<file path="config.mk">
export PLATFORM = sky130hd
export DESIGN_NAME = track_sequencer
export DESIGN_NICKNAME = d
export VERILOG_FILES = /design/src/rtl/synth_pkg.sv /design/src/rtl/track_sequencer_step_timer.sv /design/src/rtl/track_sequencer.sv
export SDC_FILE = /design/constraint.sdc
export NUM_CORES = 1
export LEC_CHECK = 0
export CORE_UTILIZATION = 62
export CTS_CLUSTER_SIZE = 30
export DETAILED_ROUTE_END_ITERATION = 7
export PLACE_DENSITY_LB_ADDON = 0.3
export REMOVE_ABC_BUFFERS = 1
export SKIP_LAST_GASP = 1
export SYNTH_ARGS = -nofsm -noshare
export SYNTH_HDL_FRONTEND = slang
export SYNTH_SLANG_ARGS = --single-unit
</file>
<file path="constraint.sdc">
create_clock -name clk -period 3 [get_ports clk]
set_input_delay 0.6 -clock clk [delete_from_list [all_inputs] [get_ports clk]]
set_output_delay 0.6 -clock clk [all_outputs]
set_load 0.02 [all_outputs]
</file>
<file path="src/rtl/synth_pkg.sv">
`default_nettype none
// ============================================================================
//  Module      : synth_pkg
//  Description : Shared types and constants for the sequencer / synth path.
//                Provides the stored entry layout, the sequencer state
//                encoding and the note code constants.
//  Revision    : 1.0 - initial release
// ============================================================================
package synth_pkg;

  // One recorded note: {note[2:0], octave[1:0], accident}
  typedef struct packed {
    logic [2:0] note;
    logic [1:0] octave;
    logic       accident;
  } seq_entry_t;

  typedef enum logic [1:0] {
    IDLE = 2'd0,
    REC  = 2'd1,
    PLAY = 2'd2
  } seq_state_t;

  // Note codes as presented by the keypad
  localparam logic [2:0] NOTE_C    = 3'd0;
  localparam logic [2:0] NOTE_D    = 3'd1;
  localparam logic [2:0] NOTE_E    = 3'd2;
  localparam logic [2:0] NOTE_F    = 3'd3;
  localparam logic [2:0] NOTE_G    = 3'd4;
  localparam logic [2:0] NOTE_A    = 3'd5;
  localparam logic [2:0] NOTE_B    = 3'd6;
  localparam logic [2:0] NOTE_C_HI = 3'd7;

endpackage
`default_nettype wire

</file>
<file path="src/rtl/track_sequencer_step_timer.sv">
`default_nettype none
// ============================================================================
//  Module      : step_timer
//  Description : Free-running step counter 0..STEP_CYCLES-1. tick is high
//                while the counter sits at its last value; clr forces the
//                count back to 0 and masks the tick in the same cycle.
//  Revision    : 1.0 - initial release
// ============================================================================
module step_timer #(
  parameter int STEP_CYCLES = 25000000
) (
  input  logic clk,
  input  logic rst_n,
  input  logic clr,
  output logic tick
);

  localparam int CNT_W = (STEP_CYCLES > 1) ? $clog2(STEP_CYCLES) : 1;
  localparam logic [CNT_W-1:0] c_last = CNT_W'(STEP_CYCLES - 1);

  logic [CNT_W-1:0] r_cnt;

  // Count up, wrapping after the last value or on an explicit clear
  always_ff @(posedge clk or negedge rst_n) begin
    if (!rst_n) begin
      r_cnt <= '0;
    end else if (clr || (r_cnt == c_last)) begin
      r_cnt <= '0;
    end else begin
      r_cnt <= r_cnt + 1'b1;
    end
  end

  assign tick = !clr && (r_cnt == c_last);

endmodule
`default_nettype wire

</file>
<file path="src/rtl/track_sequencer.sv">
`default_nettype none
// ============================================================================
//  Module      : track_sequencer
//  Description : Two-track note recorder / player. Records live key presses
//                into per-track memories and replays both tracks at a fixed
//                step tempo, driving the display and tone generator.
//                Build option: define SEQ_LOOP_EN to make tracks loop at
//                their end instead of stopping.
//  Revision    : 1.0 - initial release
// ============================================================================
module track_sequencer
  import synth_pkg::*;
#(
  parameter int DEPTH       = 32,
  parameter int STEP_CYCLES = 25000000
) (
  input  logic       clk,
  input  logic       rst_n,
  input  logic [2:0] key_note,
  input  logic [1:0] key_octave,
  input  logic       key_accident,
  input  logic       key_press,
  input  logic       track_sel,
  input  logic       rec_btn,
  input  logic       play_btn,
  input  logic       stop_btn,
  output logic [2:0] note,
  output logic [1:0] octave,
  output logic       accident,
  output logic       note_on,
  output logic [1:0] track_playing,
  output logic       current_track,
  output logic       rec_active
);

  localparam int PTR_W = $clog2(DEPTH);
  localparam logic [PTR_W:0] c_full    = (PTR_W+1)'(DEPTH);
  localparam logic [PTR_W:0] c_len_one = (PTR_W+1)'(1);

  seq_state_t       r_state;
  logic             r_rec_trk;
  logic [PTR_W-1:0] r_wr_ptr;
  logic [PTR_W:0]   r_len    [2];
  logic [PTR_W-1:0] r_rd_ptr [2];
  logic [1:0]       r_playing;
  seq_entry_t       r_out;
  logic             r_note_on;
  logic             r_cur;
  logic             r_rec_active;

  seq_entry_t       w_key_entry;
  seq_entry_t       w_rd_entry [2];
  logic [1:0]       w_len_nz;
  logic             w_wr_ok;
  logic             w_play_start;
  logic             w_tick;

  assign w_key_entry = '{note: key_note, octave: key_octave, accident: key_accident};
  assign w_len_nz    = {(r_len[1] != '0), (r_len[0] != '0)};

  // A press is stored only while recording, not on a stop cycle, and not once full
  assign w_wr_ok = (r_state == REC) && key_press && !stop_btn && (r_len[r_rec_trk] != c_full);

  // Playback (re)start: from IDLE when something is recorded, or a restart in PLAY
  assign w_play_start = !stop_btn && play_btn &&
                        (((r_state == IDLE) && !rec_btn && (w_len_nz != 2'b00)) ||
                         (r_state == PLAY));

  step_timer #(
    .STEP_CYCLES (STEP_CYCLES)
  ) u_step_timer (
    .clk   (clk),
    .rst_n (rst_n),
    .clr   (w_play_start),
    .tick  (w_tick)
  );

  genvar t;
  generate
    for (t = 0; t < 2; t++) begin : g_track
      seq_entry_t r_mem [DEPTH];

      // Track memory write; contents are only ever read below len
      always_ff @(posedge clk) begin
        if (w_wr_ok && (r_rec_trk == 1'(t))) begin
          r_mem[r_wr_ptr] <= w_key_entry;
        end
      end

      assign w_rd_entry[t] = r_mem[r_rd_ptr[t]];
    end
  endgenerate

  // Sequencer FSM with registered display / synth outputs
  always_ff @(posedge clk or negedge rst_n) begin
    if (!rst_n) begin
      r_state      <= IDLE;
      r_rec_trk    <= 1'b0;
      r_wr_ptr     <= '0;
      r_len[0]     <= '0;
      r_len[1]     <= '0;
      r_rd_ptr[0]  <= '0;
      r_rd_ptr[1]  <= '0;
      r_playing    <= 2'b00;
      r_out        <= '{note: NOTE_C, octave: 2'd0, accident: 1'b0};
      r_note_on    <= 1'b0;
      r_cur        <= 1'b0;
      r_rec_active <= 1'b0;
    end else begin
      r_cur     <= track_sel;
      // Live echo is the default; PLAY overrides it with the stored entry
      r_out     <= w_key_entry;
      r_note_on <= key_press;

      case (r_state)
        IDLE: begin
          if (stop_btn) begin
            r_state <= IDLE;
          end else if (rec_btn) begin
            r_state          <= REC;
            r_rec_trk        <= track_sel;
            r_len[track_sel] <= '0;
            r_wr_ptr         <= '0;
            r_rec_active     <= 1'b1;
          end else if (w_play_start) begin
            r_state     <= PLAY;
            r_rd_ptr[0] <= '0;
            r_rd_ptr[1] <= '0;
            r_playing   <= w_len_nz;
          end
        end

        REC: begin
          if (stop_btn) begin
            r_state      <= IDLE;
            r_rec_active <= 1'b0;
          end else if (w_wr_ok) begin
            r_wr_ptr         <= r_wr_ptr + 1'b1;
            r_len[r_rec_trk] <= r_len[r_rec_trk] + c_len_one;
          end
        end

        PLAY: begin
          if (stop_btn) begin
            r_state   <= IDLE;
            r_playing <= 2'b00;
            r_note_on <= 1'b0;
          end else if (w_play_start) begin
            r_rd_ptr[0] <= '0;
            r_rd_ptr[1] <= '0;
            r_playing   <= w_len_nz;
          end else if (r_playing == 2'b00) begin
            r_state <= IDLE;
          end else if (w_tick) begin
            for (int i = 0; i < 2; i++) begin
              if (r_playing[i]) begin
                if ({1'b0, r_rd_ptr[i]} == (r_len[i] - c_len_one)) begin
`ifdef SEQ_LOOP_EN
                  r_rd_ptr[i] <= '0;
`else
                  r_playing[i] <= 1'b0;
`endif
                end else begin
                  r_rd_ptr[i] <= r_rd_ptr[i] + 1'b1;
                end
              end
            end
          end

          if (!stop_btn && r_playing[r_cur]) begin
            r_out     <= w_rd_entry[r_cur];
            r_note_on <= 1'b1;
          end
        end

        default: begin
          r_state <= IDLE;
        end
      endcase
    end
  end

  assign note          = r_out.note;
  assign octave        = r_out.octave;
  assign accident      = r_out.accident;
  assign note_on       = r_note_on;
  assign track_playing = r_playing;
  assign current_track = r_cur;
  assign rec_active    = r_rec_active;

endmodule
`default_nettype wire

</file>
==> metrics.yaml <==
outcome: "finished, final reports clean"
yosysWarnings: 0
instances_no_fill: 1659
utilization: 0.7250
vias: 10670
rrSetupSlack_ns: 0.18
stdcell_area_um2: 21540
worstSetupEndpoint: "r_rd_ptr[5]"
cts.path.max_buffers: 3
max_freq_mhz: 354.1
hold_viol_final: 0
r2r_cells: 6
yosysTopAreaCell: "edfxtp_1"
grt.overflow.total: 0
root_buffer: "clkbuf_16"
die_w_um: 175.9
worstSetupEndpointType: "flip-flop"
seq_area_frac_synth: 0.7030
start_util: 0.6310
postCtsResizedCells: 0
dpl_cell_area_um2: 19990
slew_violations: 0
drt_iter0_drc: 1129
finalSetupTns_ns: 0
track_usage: 0.2738
die-area_um2: 30950
area_growth_pct: 14.89
grt_pass1_wl_um: 62820
worstSetupStartpoint: "u_step_timer.r_cnt[7]"
drt_first_pass_iters: 5
worst_r2r_endpoint: "r_rd_ptr[5]"
period_share: 0.9415
drc: 0
synth-seq-cells: 450
grt_pass1_vias: 10660
yosysTopAreaCellShare: 0.6149
tightest_slew_ns: 0.8366
rows: 63
io_buffers: 23
r2r_start: "u_step_timer.r_cnt[7]"
criticalPathCategory: "flip-flop to flip-flop"
via_per_inst: 6.432
routabilityCongestion: 0.8888
ios: 24
worstSkewPairLatency_ns: 0.54
place_ws_ns: 0.06045
drive_above_1_share: 0.2206
grt_max_degree: 66
hold_path_class: "primary input to asynchronous set/reset pin"
core-area_um2: 29720
syn_area_per_cell_um2: 16.71
final_common_cell: "edfxtp_1"
synthArstFlopShare: 0.1467
ys.flop_type: "edfxtp_1"
timing.final.ws_setup_ns: 0.1756
start_kind: "flip-flop"
required_ns: 3.41
insertedDiodeCount: 0
wl_um: 40750
synthDistinctLibCells: 66
cts_tree: "yes"
cts_made_buffers: 45
antenna_found_initial: 0
rsz0062_at_grt: "false"
fill_cells: 1684
powerDensity_nw_per_um2: 701.1
synth_edf_count: 384
cp_max_fo: 6
synth_area_leaders: "edfxtp_1, mux4_2, dfrtp_1"
period_needed_ns: 2.824
place_inst: 1576
wire_per_inst_um: 24.57
max-vdd-ir-drop_mv: 0.5151
hpwl_um: 26000
final_cell_mix: "edfxtp_1, nor2_1, buf_4"
maxCapViolCount: 0
netlist_instances: 1122
cts_num_sinks: 450
leakage_nw: 7.198
skew_ns: 0.01184
fp.dieH_um: 175.9
netlist_area_um2: 18750
critPathArrivalTime_ns: 3.23
htreeDepth: 2
detail-route-antenna-nets: 0
setup_viol: 0
clk_pin_slew_worst_paths_ns: 0.06
max_slew_margin: 0.4371
fin_nets: 1259
==> how the worst min path moves through the flow <==
| stage | startpoint | endpoint | slack, ns | cells past startpoint |
|---|---|---|---|---|
| after floorplan | rst_n | accident | 0.30 | 0 |
| after global placement | u_step_timer.r_cnt[0] | u_step_timer.r_cnt[0] | 0.50 | 1 |
| after detailed placement | u_step_timer.r_cnt[0] | u_step_timer.r_cnt[0] | 0.51 | 1 |
| after CTS | key_accident | g_track[0].r_mem[4][0] | 0.51 | 1 |
| after global routing | key_accident | g_track[0].r_mem[18][0] | 0.52 | 1 |
| final | rst_n | u_step_timer.r_cnt[16] | 0.51 | 2 |
==> synthesized netlist by cell type (all sizes together), types with 3 or more instances <==
library cell  number
a21oi             18
and3               6
nand2             52
edfxtp           384
xnor2             14
o211ai            10
o21ai             38
nor4b              3
nand2b             5
buf               21
nand4              5
inv               16
nor2b              9
dfrtp             66
clkbuf            39
nor2             110
ha                12
o311ai             4
nor3              13
a31oi              4
and2               3
a211oi             8
nand3             35
or3                3
a21o               4
o221ai             7
xor2              22
nand3b             6
mux4              89
mux2i             53
o22ai             10
a32oi              4
a22oi              5
o31ai              4
a211o              3
or3b               4
mux2               5
or4                7
==> timing repair <==
| item | in CTS | in global routing |
|---|---|---|
| hold endpoints to repair | 16 | 0 |
| hold buffers | 1 | 0 |
| buffers inserted | 0 | 0 |
==> kinds of logic (layout without fill, tap and decap cells) <==
family	count (synthesis)	in the layout	synth area share
fa+ha+maj	12	12	0.008006
flops	450	450	0.7030
compound gates	133	133	0.04938
mux	147	147	0.1382
xor+xnor	36	36	0.01681
buf+inv	76	223	0.01675
simple gates	268	268	0.06792
==> registers in the layout, indices dropped and copies added (netlist names) <==
name,count
accident,1
current_track,1
g_track.r_mem,384
note,3
note_on,1
octave,2
r_len,12
r_rd_ptr,10
r_rec_trk,1
r_state,2
r_wr_ptr,5
rec_active,1
track_playing,2
u_step_timer.r_cnt,25
==> worst max-delay path, cell delays in order, from the launching register on <==
cell and delay [ns]:
dfrtp_1 0.44, or4b_1 0.54, or4_4 0.57, nor3_4 0.31
o311ai_2 0.23, a21boi_1 0.25, mux2_1 0.37
==> through the flow <==
step | hold slack [ns] | power (mW)
detailed placement | 0.5071 | 9.376
floorplan | 0.3044 | 8.707
global placement | 0.4960 | 9.306
CTS | 0.5072 | 15.14
global route | 0.5155 | 15.61
finish | 0.5131 | 15.11
==> where the power goes <==
group / switching (mW) / internal [mW] / total [mW]
Sequential: 0.383 / 6.97 / 7.35
Clock: 2.28 / 3.54 / 5.81
Combinational: 1.06 / 0.877 / 1.94
==> metal layers <==
layer / part of all wire / global-route usage
met2: 0.49 / 0.4409
met3: 0.088 / 0.05216
met4: 0.022 / 0.07464
met5: 0 / 0
met1: 0.40 / 0.3880
==> layout make-up <==
class                      instances  area, um2  share of cell area
timing repair buffer             125       1001             0.04646
clock inverter                    31      355.3             0.01649
multi-input combinational        596       5256              0.2440
tap                              390      488.0             0.02265
clock buffer                      51       1191             0.05529
sequential                       450      13190              0.6123
inverter                          16      60.06            0.002788
(Power assumes the default switching activity.)
